## src/rtl/hilo_sequencer.sv

```systemverilog
`default_nettype none
// ============================================================================
// Module  : hilo_sequencer
// Purpose : Divider control sequencer (clear/start/wait) and HI/LO owner.
// Revision: 1.0
// ============================================================================
module hilo_sequencer #(
  parameter int unsigned MAX_CYCLES = 0
) (
  input  logic        clk,
  input  logic        reset,
  input  logic        div_req,
  input  logic [31:0] op_a,
  input  logic [31:0] op_b,
  input  logic        mthi,
  input  logic        mtlo,
  input  logic [31:0] wr_data,
  input  logic [31:0] div_hi,
  input  logic [31:0] div_lo,
  input  logic        div_zero,
  input  logic        div_end,
  output logic        div_rst,
  output logic        div_start,
  output logic [31:0] div_a,
  output logic [31:0] div_b,
  output logic [31:0] hi,
  output logic [31:0] lo,
  output logic        busy,
  output logic        done,
  output logic        div_by_zero,
  output logic        timeout,
  output logic [31:0] cycles
);

  typedef enum logic [1:0] {
    S_IDLE  = 2'd0,
    S_CLEAR = 2'd1,
    S_START = 2'd2,
    S_WAIT  = 2'd3
  } state_t;

  localparam bit          c_wd_en  = (MAX_CYCLES != 0);
  localparam logic [31:0] c_max_m1 = 32'(MAX_CYCLES - 1);

  state_t      r_state;
  state_t      w_next;
  logic [31:0] r_count;
  logic [31:0] r_hi;
  logic [31:0] r_lo;
  logic [31:0] r_a;
  logic [31:0] r_b;
  logic [31:0] r_cycles;
  logic        r_done;
  logic        r_dbz;
  logic        r_to;
  logic        w_accept;
  logic        w_zero;
  logic        w_end;
  logic        w_to;
  logic        w_exit;

  always_ff @(posedge clk or posedge reset) begin
    if (reset) r_state <= S_IDLE;
    else       r_state <= w_next;
  end

  // WAIT outcome priority: divide-by-zero, then completion, then watchdog.
  always_comb begin
    w_next    = r_state;
    w_accept  = 1'b0;
    w_zero    = 1'b0;
    w_end     = 1'b0;
    w_to      = 1'b0;
    div_rst   = 1'b0;
    div_start = 1'b0;
    case (r_state)
      S_IDLE: begin
        if (div_req) begin
          w_accept = 1'b1;
          w_next   = S_CLEAR;
        end
      end
      S_CLEAR: begin
        div_rst = 1'b1;
        w_next  = S_START;
      end
      S_START: begin
        div_start = 1'b1;
        w_next    = S_WAIT;
      end
      S_WAIT: begin
        if (div_zero) begin
          w_zero = 1'b1;
          w_next = S_IDLE;
        end else if (div_end) begin
          w_end  = 1'b1;
          w_next = S_IDLE;
        end else if (c_wd_en && (r_count == c_max_m1)) begin
          w_to   = 1'b1;
          w_next = S_IDLE;
        end
      end
      default: w_next = S_IDLE;
    endcase
  end

  assign w_exit = w_zero | w_end | w_to;

  always_ff @(posedge clk or posedge reset) begin
    if (reset) begin
      r_count  <= 32'd0;
      r_hi     <= 32'd0;
      r_lo     <= 32'd0;
      r_a      <= 32'd0;
      r_b      <= 32'd0;
      r_cycles <= 32'd0;
      r_done   <= 1'b0;
      r_dbz    <= 1'b0;
      r_to     <= 1'b0;
    end else begin
      r_done <= w_end;
      r_dbz  <= w_zero;
      r_to   <= w_to;
      if (w_accept) begin
        r_a     <= op_a;
        r_b     <= op_b;
        r_count <= 32'd0;
      end else if (r_state == S_IDLE) begin
        if (mthi) r_hi <= wr_data;
        if (mtlo) r_lo <= wr_data;
      end
      if ((r_state == S_WAIT) && !w_exit) r_count <= r_count + 32'd1;
      if (w_exit) r_cycles <= r_count + 32'd1;
      if (w_end) begin
        r_hi <= div_hi;
        r_lo <= div_lo;
      end
    end
  end

  assign div_a       = r_a;
  assign div_b       = r_b;
  assign hi          = r_hi;
  assign lo          = r_lo;
  assign cycles      = r_cycles;
  assign busy        = (r_state != S_IDLE);
  assign done        = r_done;
  assign div_by_zero = r_dbz;
  assign timeout     = r_to;

endmodule
`default_nettype wire

```

## config.mk

```make
export PLATFORM = sky130hd
export DESIGN_NAME = hilo_sequencer
export DESIGN_NICKNAME = d
export VERILOG_FILES = /design/src/rtl/hilo_sequencer.sv
export SDC_FILE = /design/constraint.sdc
export NUM_CORES = 1
export LEC_CHECK = 0
export CAP_MARGIN = 5
export CORE_UTILIZATION = 44
export DETAILED_ROUTE_END_ITERATION = 16
export PLACE_DENSITY = 0.8
export REMOVE_ABC_BUFFERS = 1
export SYNTH_ARGS = -nofsm -noshare
export SYNTH_HDL_FRONTEND = slang
export SYNTH_SLANG_ARGS = --single-unit
```

## constraint.sdc

```tcl
create_clock -name clk -period 7.65 [get_ports clk]
set_input_delay 1.53 -clock clk [delete_from_list [all_inputs] [get_ports clk]]
set_output_delay 1.53 -clock clk [all_outputs]
set_load 0.03 [all_outputs]
```

==> results by stage, run 1 <==
Floorplanning:
- The overall die area is 20200 um^2.
- The total area inside the core boundary comes to between 15000 and 20000 um^2.
- The initial core utilization is 45.6%.
- The number of rows created at floorplan is 50.
- In this run the horizontal extent of the chip is roughly 140 um.
- The top-level port count is 333.
- In this run the vertical extent of the chip is around 140 um.

STA:
- The worst path setup slack after routing is 3.67 ns.
- On the final layout, the worst clock skew is ~0.010 ns.
- Headroom to the max-slew limit came out at 23.0%.
- The number of failing setup endpoints in the final timing report is 0.
- Setup repair after global routing left no endpoint under its margin.
- Setup total negative slack on the finished layout was measured at 0 ns.
- The final critical-path share of the clock period is between 50% and 60%.
- The final critical path time including I/O delays and setup is a little under 4 ns.
- The transition at the pin with the smallest max-transition slack is 1.16 ns.
- The number of max-slew violations in the final report is 0.
- Based on the critical path, the design can be clocked at up to between 200 and 300 MHz.
- The final number of hold-violating endpoints came to 0.

Place:
- Once detailed placement completed, the half-perimeter wirelength came to ~18000 um.
- The worst setup slack before clock tree synthesis is ~3.3 ns.
- The routability congestion estimate from global placement is 0.883.
- The placed standard-cell area is between 10000 and 15000 um^2.
- The number of buffers inserted by port buffering is around 330.

Worst setup path:
- The kind of cell with the highest combined delay along the critical path is buffers and inverters.
- On the critical path, the stage with the largest delay is an instance of sky130_fd_sc_hd__a21o_2.
- At the worst endpoint, the arrival time is between 4 and 5 ns.
- The nature of the critical path startpoint is an input port.
- Together, buffers and inverters on the worst path number 2.
- For the worst setup path, the data required time is approximately 8 ns.
- Traced cell by cell, the critical path runs through clkdlybuf4s50_1, and3b_2, buf_4, a21o_2, nor2_1, a21oi_1.
- STA classifies the critical path endpoint as a register.
- The delay of the slowest cell on the worst path is ~0.93 ns.
- In this run the worst path has a maximum fanout of 99.
- The worst setup path category is input port to register.

Clocking:
- In this run the deepest clock path goes through 2 buffers.
- For this design, the sink count on the clock tree is just under 200.
- The master cell of the clock root buffer is sky130_fd_sc_hd__clkbuf_16.
- Clock-pin slew was measured on the worst setup and hold paths at about 0.07 ns.
- The hold buffer count at CTS is 0.
- The TritonCTS clock tree is yes.
- In this run the number of H-tree levels came out at 4.
- In this run, CTS created clock tree buffers numbering 17.
- The post-CTS setup repair buffer count is 0.
- The later pin in the worst-skew pair is clocked with a latency of 0.43 ns.
- The count of cells resized by post-cts repair is 0.

Logic synthesis:
- The library cell with the largest summed area after synthesis is sky130_fd_sc_hd__dfrtp_1.
- In the synthesized netlist the dominant register cell turns out to be sky130_fd_sc_hd__dfrtp_1.
- The cell area after synthesis is ~8600 um^2.
- The number of unique standard cell types used by synthesis is 45.
- The number of synthesized flops with an enable pin is 0.
- The average footprint of a synthesized cell is between 10 and 15 um^2.
- By area the synthesized netlist is led by sky130_fd_sc_hd__dfrtp_1, sky130_fd_sc_hd__mux2_2, sky130_fd_sc_hd__a21oi_1.
- The number of warnings issued by yosys is 0.
- The synthesized flop and latch total is 196.
- The share of the synthesized area in the top cell type is about 57%.
- Synthesis produced a netlist whose cell count is 828.
- The proportion of register bits with asynchronous set or reset after synthesis is 100%.
- The share of the yosys chip area belonging to registers is about 57%.

Finish:
- The filler cell count is 1493.
- From synthesis to final layout, the design area changed by 47.8%.
- The end-of-flow core utilization is 67.4%.
- The fraction of layout cells with a size suffix above 1 is a little over a tenth.
- The finished cells cover roughly 13000 um^2.
- In the final design database the tool counted 1303 nets.

Routing:
- The first-iteration detailed-routing DRC count is 312.
- The DRC violation count after routing is 0.
- Dividing the detail-routed wire length by the instance count gives 17.7 um.
- The length of the first detailed-routing pass in iterations is 5.
- The count of nets left with antenna violations once routing finished came out at 0.
- The sum of routed wire length over all layers is between 20000 and 25000 um.
- Using the TritonRoute via totals, the vias-per-cell ratio works out to 5.13.
- Across all layers, the routed design uses between 7k and 8k vias.

Global routing:
- The overall fraction of global-route tracks in use is 24.8%.
- Entering global routing, the biggest net connects between 100 and 150 pins.
- The wire length of the first global-routing pass is approximately 38000 um.
- The remaining global-route overflow is 0.
- The via count of the first global-routing pass is between 6k and 7k.
- The number of antenna violations at the first check in global routing is 4.

Power and ir drop:
- In this run the power density over the cells is 383 nW/um^2.
- The maximum resistive drop on vdd is 0.000408 V.
- Summed over all cells, the static leakage comes to 5.25 nW.

Run:
- The total of max-cap violations is 0.

Status:
- The run finished with clean final reports.

Min path:
- The worst hold-check path type is register to register.
[area by class of cell]
class	instances	area, um^2	share of cell area, %
Timing Repair Buffer	335	3340	26.2
Clock buffer	19	453	3.55
Tap cell	260	325	2.55
Clock inverter	12	168	1.31
Inverter	9	41.3	0.323
Antenna cell	4	10.0	0.0784
Sequential cell	196	4900	38.4
Multi-Input combinational cell	571	3520	27.6
[per-stage QoR]
stage                     total power (W)  std cells  hold WS [ns]
after global placement            0.00392       1371         0.462
after CTS                         0.00493       1402         0.488
after detailed placement          0.00398       1371         0.471
after floorplan                   0.00293        776         0.505
after global routing              0.00512       1406         0.510
final                             0.00489       1406         0.480
[where the power goes]
| group | leakage (nW) | switching (W) | internal (W) |
|---|---|---|---|
| combinational | 2.54 | 0.00136 | 0.000993 |
| clock | 0.301 | 0.000409 | 0.000539 |
| sequential | 2.40 | 0.000188 | 0.00140 |
| total | 5.25 | 0.00196 | 0.00293 |
[path summary, 6_finish.rpt]
check	start	endpoint	depth (start not counted)	slack, ns
max in group asynchronous	reset	cycles[24]	3	4.48
setup / recovery	div_end	lo[23]	6	3.67
setup reg to reg	r_state[1]	lo[23]	6	4.65
min in group asynchronous	reset	div_a[22]	2	1.71
hold reg to reg	cycles[13]	cycles[13]	2	0.48
hold / removal	cycles[13]	cycles[13]	2	0.48
[worst register-to-register path, delay by kind of cell (launching register included)]
kind | cells | cell delay [ns]
buffers and inverters | 1 | 0.74
AOI/OAI and AO/OA | 2 | 1.13
and+or+nand+nor | 2 | 0.40
DFF | 1 | 0.40
adders and majority gates | 1 | 0.24
[cell usage in the layout (no fill, tap or decap), types with 4 or more instances in the layout]
cell type | netlist | routed
sky130_fd_sc_hd__a31oi_1 | 10 | 10
sky130_fd_sc_hd__nand2_1 | 69 | 68
sky130_fd_sc_hd__xor2_1 | 16 | 16
sky130_fd_sc_hd__nand3_1 | 12 | 12
sky130_fd_sc_hd__o21ai_1 | 4 | 4
sky130_fd_sc_hd__and2_1 | 4 | 4
sky130_fd_sc_hd__nand4_1 | 10 | 10
sky130_fd_sc_hd__and3_1 | 6 | 6
sky130_fd_sc_hd__clkdlybuf4s50_1 | 0 | 331
sky130_fd_sc_hd__buf_4 | 1 | 4
sky130_fd_sc_hd__ha_1 | 6 | 6
sky130_fd_sc_hd__diode_2 | 0 | 4
sky130_fd_sc_hd__o31ai_1 | 7 | 7
sky130_fd_sc_hd__nor3_1 | 4 | 4
sky130_fd_sc_hd__dfrtp_1 | 196 | 196
sky130_fd_sc_hd__mux2_2 | 66 | 66
sky130_fd_sc_hd__inv_6 | 0 | 4
sky130_fd_sc_hd__nor2_1 | 80 | 79
sky130_fd_sc_hd__o21ai_0 | 51 | 51
sky130_fd_sc_hd__inv_1 | 9 | 8
sky130_fd_sc_hd__a21oi_1 | 143 | 143
sky130_fd_sc_hd__clkbuf_16 | 0 | 17
sky130_fd_sc_hd__xnor2_1 | 14 | 14
sky130_fd_sc_hd__nor2b_1 | 32 | 32
[flip-flops by register name, summed over array words and instances (netlist names)]
register	flops
lo	32
div_by_zero	1
r_state	2
div_a	32
hi	32
r_count	32
done	1
div_b	32
cycles	32
[cell usage after synthesis (all sizes together), types with 3 or more instances]
master and number:
xnor2 14, and4 3, a21oi 143, ha 6, mux2 66, nand2b 3
o21ba 3, buf 9, o31ai 7, inv 9, o21ai 55, nor4 6
a31oi 10, nor2 80, and2 4, dfrtp 196, xor2 16, nand4 10
nand3 13, and3 6, nor3 5, a21o 4, nor2b 32, clkbuf 43
nand2 70
[kinds of logic (layout without fill, tap and decap cells)]
kind of cell	count (synthesis)	in the layout	share of synthesized area, %
flip-flops	196	196	56.8
AND/OR/NAND/NOR	239	239	13.8
other	1	5	0.0434
XOR/XNOR	30	30	3.04
AO/OA/AOI/OAI	229	229	14.2
adder cells (fa/ha/maj)	6	6	0.869
multiplexers	66	66	8.60
buffers and inverters	61	375	2.74
[per-layer routing]
metal / part of all wire (%) / GRT usage, % / up-vias
li1: - / - / 3479
met1: 40 / 29.8 / 3463
met2: 51 / 42.7 / 226
met3: 5.7 / 5.55 / 50
met4: 3.0 / 10.8 / 0
met5: 0 / 0 / -
No activity file was read; power rests on OpenSTA's default activity.
==> run 2: changes to the inputs <==
==> constraint.sdc (replaced) <==
create_clock -name clk -period 3.92 [get_ports clk]
set_input_delay 0.784 -clock clk [delete_from_list [all_inputs] [get_ports clk]]
set_output_delay 0.784 -clock clk [all_outputs]
set_load 0.03 [all_outputs]
==> run 2 against run 1 <==
  * Critical path depth is 2 lower
  * Worst hold slack got worse by 0.0040 ns
  * Clock-buffer cell count grew 1
  * Wire length increased by 0.27%
  * Utilization increased by 0.48 points
  * Clock power rose by 88%
  * Sequential power rose by 95%
  * Non-clock buffer count increased by 12
  * Global-route usage up 0.33 points
  * Critical path type is now register to primary output
  * Critical endpoint is now busy
==> results by stage, run 2 (synthesis gave the netlist of run 1 again) <==
Clocking:
- The post-CTS setup repair buffer count was 0 (unchanged).
- The clock input transition at the sequential cells of the worst setup and hold paths is 0.08 ns (about the same).
- The H-tree depth came to 4 (unchanged).
- The number of clock buffers inserted by TritonCTS is 17 (unchanged).
- The number of clock sinks seen by CTS came to 196 (unchanged).
- The master cell of the clock root buffer is sky130_fd_sc_hd__clkbuf_16.
- TritonCTS built the clock tree.
- The clock latency at the later pin of the worst-skew pair was 0.44 ns (about the same).
- The maximum buffer depth of the clock tree is 2 (unchanged).
- The hold buffer count at CTS is 0 (unchanged).
- The count of cells resized by post-cts repair is 0 (unchanged).

Worst setup path:
- The worst register-to-register path begins at r_count[0].
- The endpoint identified for the worst register-to-register timing path is r_count[30].
- In this run the worst setup path begins at r_state[0].
- The internal reg-to-reg setup slack is 1.57 ns (-3.08 ns).
- The nature of the critical path endpoint is a primary output.
- The data required time at the worst endpoint was 3.14 ns (-4.85 ns).
- The depth of the worst register-to-register path is 6 (unchanged).
- The worst setup path is launched from a register.
- The worst path arrival time is 1.96 ns (-2.35 ns).
- The most critical setup path has its endpoint at busy.
- By startpoint and endpoint, the worst setup path is classified as register to primary output.
- The critical-path maximum fanout is 4 (-96%).

Routing:
- The sum of routed wire length over all layers came to 24900 um (+0.27%).
- The via total after detailed routing is 7308 (+1.2%).
- The count of nets left with antenna violations after detail routing is 0 (unchanged).
- The first-iteration detailed-routing DRC count is 411 (+32%).
- The DRC violation count after routing is 0 (unchanged).
- The average wire per cell in the routed design came to 17.6 um (-0.51%).
- The detail-routed via count per cell is 5.16 (+0.46%).
- The length of the first detailed-routing pass in iterations is 5 (unchanged).

Global routing:
- The wire length of the first global-routing pass is 38700 um (+1.4%).
- The fraction of met3 tracks used by global routing is 6.33% (+0.77 points).
- The overall fraction of global-route tracks in use is 25.1% (+0.33 points).
- The global routing stage identified its most utilized layer as met2.
- The global routing met1 resource utilization is 29.4% (-0.31 points).
- The met2 demand-to-capacity share in global routing is 44.1% (+1.4 points).
- The number of antenna violations at the first check in global routing is 2 (-2).
- The remaining global-route overflow is 0 (unchanged).
- The via count of the first global-routing pass is 7145 (+3.3%).
- The largest net degree at the start of global routing is 97 (-27%).

Place:
- The number of buffers inserted by port buffering was 331 (unchanged).
- The detailed placer's ending HPWL is 18400 um (+2.9%).
- The placed standard-cell area came to 12300 um^2 (+0.95%).
- The routability congestion estimate from global placement came to 0.896 (+1.4%).

Power and ir drop:
- The power per cell area is 741 nW/um^2 (+93%).
- The leakage power is 5.31 nW (+1.3%).
- The maximum resistive drop on vdd is 0.000451 V (+10%).

Run:
- The total of max-cap violations is 0 (unchanged).

STA:
- The number of max-slew violations in the final report came to 0 (unchanged).
- The worst setup skew after layout is 0.0142 ns (+0.00372 ns).
- The final setup TNS is 0 ns (unchanged).
- The maximum clock frequency is 364 MHz.
- The final critical path time including I/O delays and setup is ~2.7 ns.
- The final number of hold-violating endpoints is 0 (unchanged).
- The number of failing setup endpoints in the final timing report is 0 (unchanged).
- The final critical-path share of the clock period is a little over two thirds.
- The final worst hold slack is 0.476 ns (-0.00404 ns).
- The transition at the pin with the smallest max-transition slack was 0.794 ns (-0.362 ns).
- Setup repair after global routing left no endpoint under its margin.
- The worst slew slack as a fraction of its limit is 46.8% (+24 points).

Floorplanning:
- The overall die area is 20200 um^2 (unchanged).
- The die extent in x is 142 um (unchanged).
- The placeable core area is 19000 um^2 (unchanged).
- The number of rows created at floorplan is 50 (unchanged).
- The floorplan die height was 142 um (unchanged).
- The top-level port count came to 333 (unchanged).
- The initial core utilization is 45.6% (unchanged).

Status:
- The run finished with clean final reports.

Finish:
- The number of nets in the final layout is 1315 (+0.92%).
- Relative to the synthesized area, the layout overhead comes to 48.8%.
- Leaving out fill and tap cells, the most frequent cell in the layout is sky130_fd_sc_hd__clkdlybuf4s50_1.
- The fraction of layout cells with a size suffix above 1 is 11.6% (+1.0 points).
- Leaving out fill and tap cells, the most frequent cells in the layout are sky130_fd_sc_hd__clkdlybuf4s50_1, sky130_fd_sc_hd__dfrtp_1, sky130_fd_sc_hd__a21oi_1.
- The final non-filler cell area is 12900 um^2 (+0.72%).

Min path:
- The worst hold-check path type is register to register.
[run 2: worst max-delay path, cell delays in order, from the launching register on]
cell and delay [ns]:
sky130_fd_sc_hd__dfrtp_1 0.38, sky130_fd_sc_hd__inv_1 0.10, sky130_fd_sc_hd__ha_1 0.26, sky130_fd_sc_hd__inv_1 0.11, sky130_fd_sc_hd__clkdlybuf4s50_1 0.68
[run 2: worst min path at each step]
stage / start / end / slack, ns / depth (start not counted)
after floorplan: r_count[24] / r_count[24] / 0.51 / 1
after detailed placement: cycles[27] / cycles[27] / 0.47 / 2
after CTS: cycles[11] / cycles[11] / 0.49 / 2
final: cycles[11] / cycles[11] / 0.48 / 2
after global routing: cycles[27] / cycles[27] / 0.50 / 2
after global placement: cycles[31] / cycles[31] / 0.46 / 2
[run 2: power by group]
group	internal [W]	leakage (nW)	switching, W	total (W)
combinational	0.00197	2.61	0.00266	0.00464
sequential	0.00274	2.40	0.000366	0.00310
clock	0.000957	0.301	0.000828	0.00178
[run 2: routing by layer]
layer	vias to the layer above	part of all wire [%]
met3	48	6.9
met4	0	2.6
met5	-	0
met2	244	51
met1	3505	39
li1	3511	-
[run 2: layout make-up]
type                            instances  area, um^2
Antenna cell                            2        5.00
Sequential cell                       196        4900
Timing Repair Buffer                  347        3460
Inverter                                9        41.3
Multi-Input combinational cell        571        3520
Fill cell                            1479        6100
Clock buffer                           20         467
Tap cell                              260         325
Clock inverter                         12         135
[run 2: metrics by stage]
| step | util (%) | cells | setup slack, ns | total power [W] |
|---|---|---|---|---|
| global route | 67.8 | 1417 | 1.06 | 0.00998 |
| CTS | 67.8 | 1415 | 1.14 | 0.00959 |
| global placement | 64.6 | 1383 | 1.10 | 0.00770 |
| floorplan | - | 776 | -2.20 | 0.00572 |
| detailed placement | 64.6 | 1383 | 0.974 | 0.00779 |
| finish | 67.8 | 1417 | 1.17 | 0.00952 |
==> run 3: changes to the inputs <==
==> constraint.sdc (replaced) <==
create_clock -name clk -period 2.8 [get_ports clk]
set_input_delay 0.56 -clock clk [delete_from_list [all_inputs] [get_ports clk]]
set_output_delay 0.56 -clock clk [all_outputs]
set_load 0.03 [all_outputs]
==> run 3 against run 2 <==
  * Critical path depth stayed put
  * Die area is the same
  * Global-route usage decreased by 0.18 points
  * Critical path type unchanged
==> results by stage, run 3 (synthesis gave the netlist of run 1 again) <==
Finish:
- The top cell types in the final layout, fill and taps aside, are sky130_fd_sc_hd__clkdlybuf4s50_1, sky130_fd_sc_hd__dfrtp_1, sky130_fd_sc_hd__a21oi_1.
- The register cell area after layout came to 4900 um^2 (unchanged).
- The multi-input logic area is 3520 um^2 (unchanged).
- The fraction of layout cells with a size suffix above 1 is 11.7% (+0.066 points).
- The count of non-filler cells in the finished layout is 1419 (+0.14%).
- The filler cell count is 1449 (-2.0%).
- The commonest non-fill, non-tap cell in the layout is sky130_fd_sc_hd__clkdlybuf4s50_1.
- The number of nets in the final layout came to 1317 (+0.15%).
- The end-of-flow core utilization is 67.9% (+0.11 points).
- The area growth from synthesis to layout is 49.1%.

Min path:
- The path class of the tightest hold or removal check is register to register.
- The launch point of the worst hold path is cycles[11].

Clocking:
- The count of cells resized by post-cts repair was 0 (unchanged).
- The hold buffer count at CTS came to 0 (unchanged).
- The root buffer cell chosen for the clock tree is sky130_fd_sc_hd__clkbuf_16.
- The number of clock buffers inserted by TritonCTS is 17 (unchanged).
- The maximum buffer depth of the clock tree is 2 (unchanged).
- The H-tree depth was 4 (unchanged).
- The clock input transition at the sequential cells of the worst setup and hold paths is 0.07 ns (about the same).
- The number of clock sinks seen by CTS is 196 (unchanged).
- The clock latency at the later pin of the worst-skew pair came to 0.43 ns (about the same).
- TritonCTS built the clock tree.
- The post-CTS setup repair buffer count came to 0 (unchanged).

Worst setup path:
- The number of stages on the worst setup path is 4 (unchanged).
- The depth of the worst register-to-register path came to 7 (+1).
- STA classifies the critical path endpoint as a primary output.
- The critical-path maximum fanout is 4 (unchanged).
- The kind of cell with the highest combined delay along the critical path is buffers and inverters.
- The count of buffer and inverter cells on the critical path was 3 (unchanged).
- The nature of the critical path startpoint is a register.
- The delay of the slowest cell on the worst path is 0.69 ns (about the same).
- In this run the worst setup path begins at r_state[1].
- The setup path with the least slack is of type register to primary output.
- In this run the worst setup path terminates at busy.
- The internal reg-to-reg setup slack was 0.46 ns (-1.11 ns).
- The worst path arrival time is 1.99 ns (+0.03 ns).
- By instance count, the cell type seen most on the critical path is sky130_fd_sc_hd__inv_1.
- The startpoint of the worst register-to-register path is r_state[0].
- The critical path goes through inv_1, ha_1, inv_1, clkdlybuf4s50_1.
- The endpoint of the worst register-to-register path is hi[21].
- The slowest cell on the critical path is sky130_fd_sc_hd__clkdlybuf4s50_1.
- The data required time at the worst endpoint is 2.24 ns (-0.90 ns).

Global routing:
- The number of antenna violations at the first check in global routing is 2 (unchanged).
- The remaining global-route overflow is 0 (unchanged).
- The wire length of the first global-routing pass is 38100 um (-1.4%).
- The overall fraction of global-route tracks in use is 25.0% (-0.18 points).
- The largest net degree at the start of global routing is 99 (+2.1%).
- The via count of the first global-routing pass came to 7025 (-1.7%).

Routing:
- The sum of routed wire length over all layers is 25000 um (+0.36%).
- The via total after detailed routing is 7277 (-0.42%).
- The DRC violation count after routing is 0 (unchanged).
- The first-iteration detailed-routing DRC count is 441 (+7.3%).
- The average wire per cell in the routed design is 17.6 um (+0.22%).
- The length of the first detailed-routing pass in iterations is 6 (+1).
- The detail-routed via count per cell was 5.13 (-0.56%).
- The count of nets left with antenna violations after detail routing is 0 (unchanged).

STA:
- The number of failing setup endpoints in the final timing report is 0 (unchanged).
- The worst setup skew after layout is 0.00912 ns (-0.00507 ns).
- The worst slew slack as a fraction of its limit is 22.3% (-25 points).
- The final setup TNS came to 0 ns (unchanged).
- The number of max-slew violations in the final report came to 0 (unchanged).
- The transition at the pin with the smallest max-transition slack is 1.17 ns (+0.372 ns).
- The maximum clock frequency is about 390 MHz.
- Setup repair after global routing left no endpoint under its margin.
- The final number of hold-violating endpoints is 0 (unchanged).
- The final critical path time including I/O delays and setup is 2.55 ns.
- The final critical path takes up approximately nine tenths of the cycle.

Floorplanning:
- The die extent in x came to 142 um (unchanged).
- The floorplan die height was 142 um (unchanged).
- The number of rows created at floorplan came to 50 (unchanged).
- The placeable core area is 19000 um^2 (unchanged).
- The top-level port count is 333 (unchanged).
- The initial core utilization is 45.6% (unchanged).
- The overall die area is 20200 um^2 (unchanged).

Place:
- The detailed placer's ending HPWL is 18400 um (about the same).
- The number of instances in the placed design was 1385 (+0.14%).
- The number of buffers inserted by port buffering is 331 (unchanged).
- The routability congestion estimate from global placement was 0.846 (-5.5%).

Power and ir drop:
- The leakage power is 5.31 nW (-0.12%).
- The maximum resistive drop on vdd is 0.000758 V (+68%).
- The power per cell area is 1030 nW/um^2 (+39%).

Status:
- The run finished with clean final reports.

Run:
- The total of max-cap violations is 0 (unchanged).
[run 3: stage by stage]
stage	hold slack [ns]	setup WS (ns)	cell area, um^2	power (W)
after floorplan	0.505	-3.10	8440	0.00801
after global placement	0.464	0.328	12300	0.0108
after detailed placement	0.470	0.215	12300	0.0109
after CTS	0.485	0.247	12900	0.0133
after global routing	0.511	0.153	12900	0.0139
final	0.477	0.255	12900	0.0132
[run 3: area by class of cell]
type	instances	share of cell area (%)
antenna	2	0.0389
clock buffer	19	3.44
clock inverter	13	0.981
inverter	9	0.321
multi-input combinational	571	27.3
sequential	196	38.1
tap	260	2.53
timing repair buffer	349	27.3
[run 3: routing by layer]
layer | GRT usage, % | vias up | wire length (um) | share of wire [%]
met4 | 11.3 | 0 | 951 | 3.8
met5 | 0 | - | 0 | 0
li1 | - | 3502 | - | -
met1 | 29.0 | 3467 | 9850 | 39
met3 | 6.97 | 58 | 1680 | 6.7
met2 | 42.8 | 250 | 12600 | 50
[run 3: worst min-delay path by stage]
stage                       end  depth (start not counted)
finish               cycles[11]                          2
global route          cycles[9]                          2
global placement     cycles[11]                          2
detailed placement    cycles[9]                          2
floorplan           r_count[24]                          1
CTS                  cycles[12]                          2
[run 3: power breakdown]
group	internal [W]	leakage (nW)	total [W]	switching, W
Sequential	0.00383	2.40	0.00435	0.000512
Combinational	0.00277	2.63	0.00651	0.00375
Clock	0.00127	0.272	0.00237	0.00111
Total	0.00787	5.31	0.0132	0.00536
[run 3: worst register-to-register path: stages (launching register included)]
cell and delay (ns):
sky130_fd_sc_hd__dfrtp_1 0.40, sky130_fd_sc_hd__inv_1 0.13, sky130_fd_sc_hd__ha_1 0.25, sky130_fd_sc_hd__inv_1 0.11, sky130_fd_sc_hd__nor2_1 0.15, sky130_fd_sc_hd__a21o_2 0.92
sky130_fd_sc_hd__nor2_1 0.13, sky130_fd_sc_hd__a21oi_1 0.18
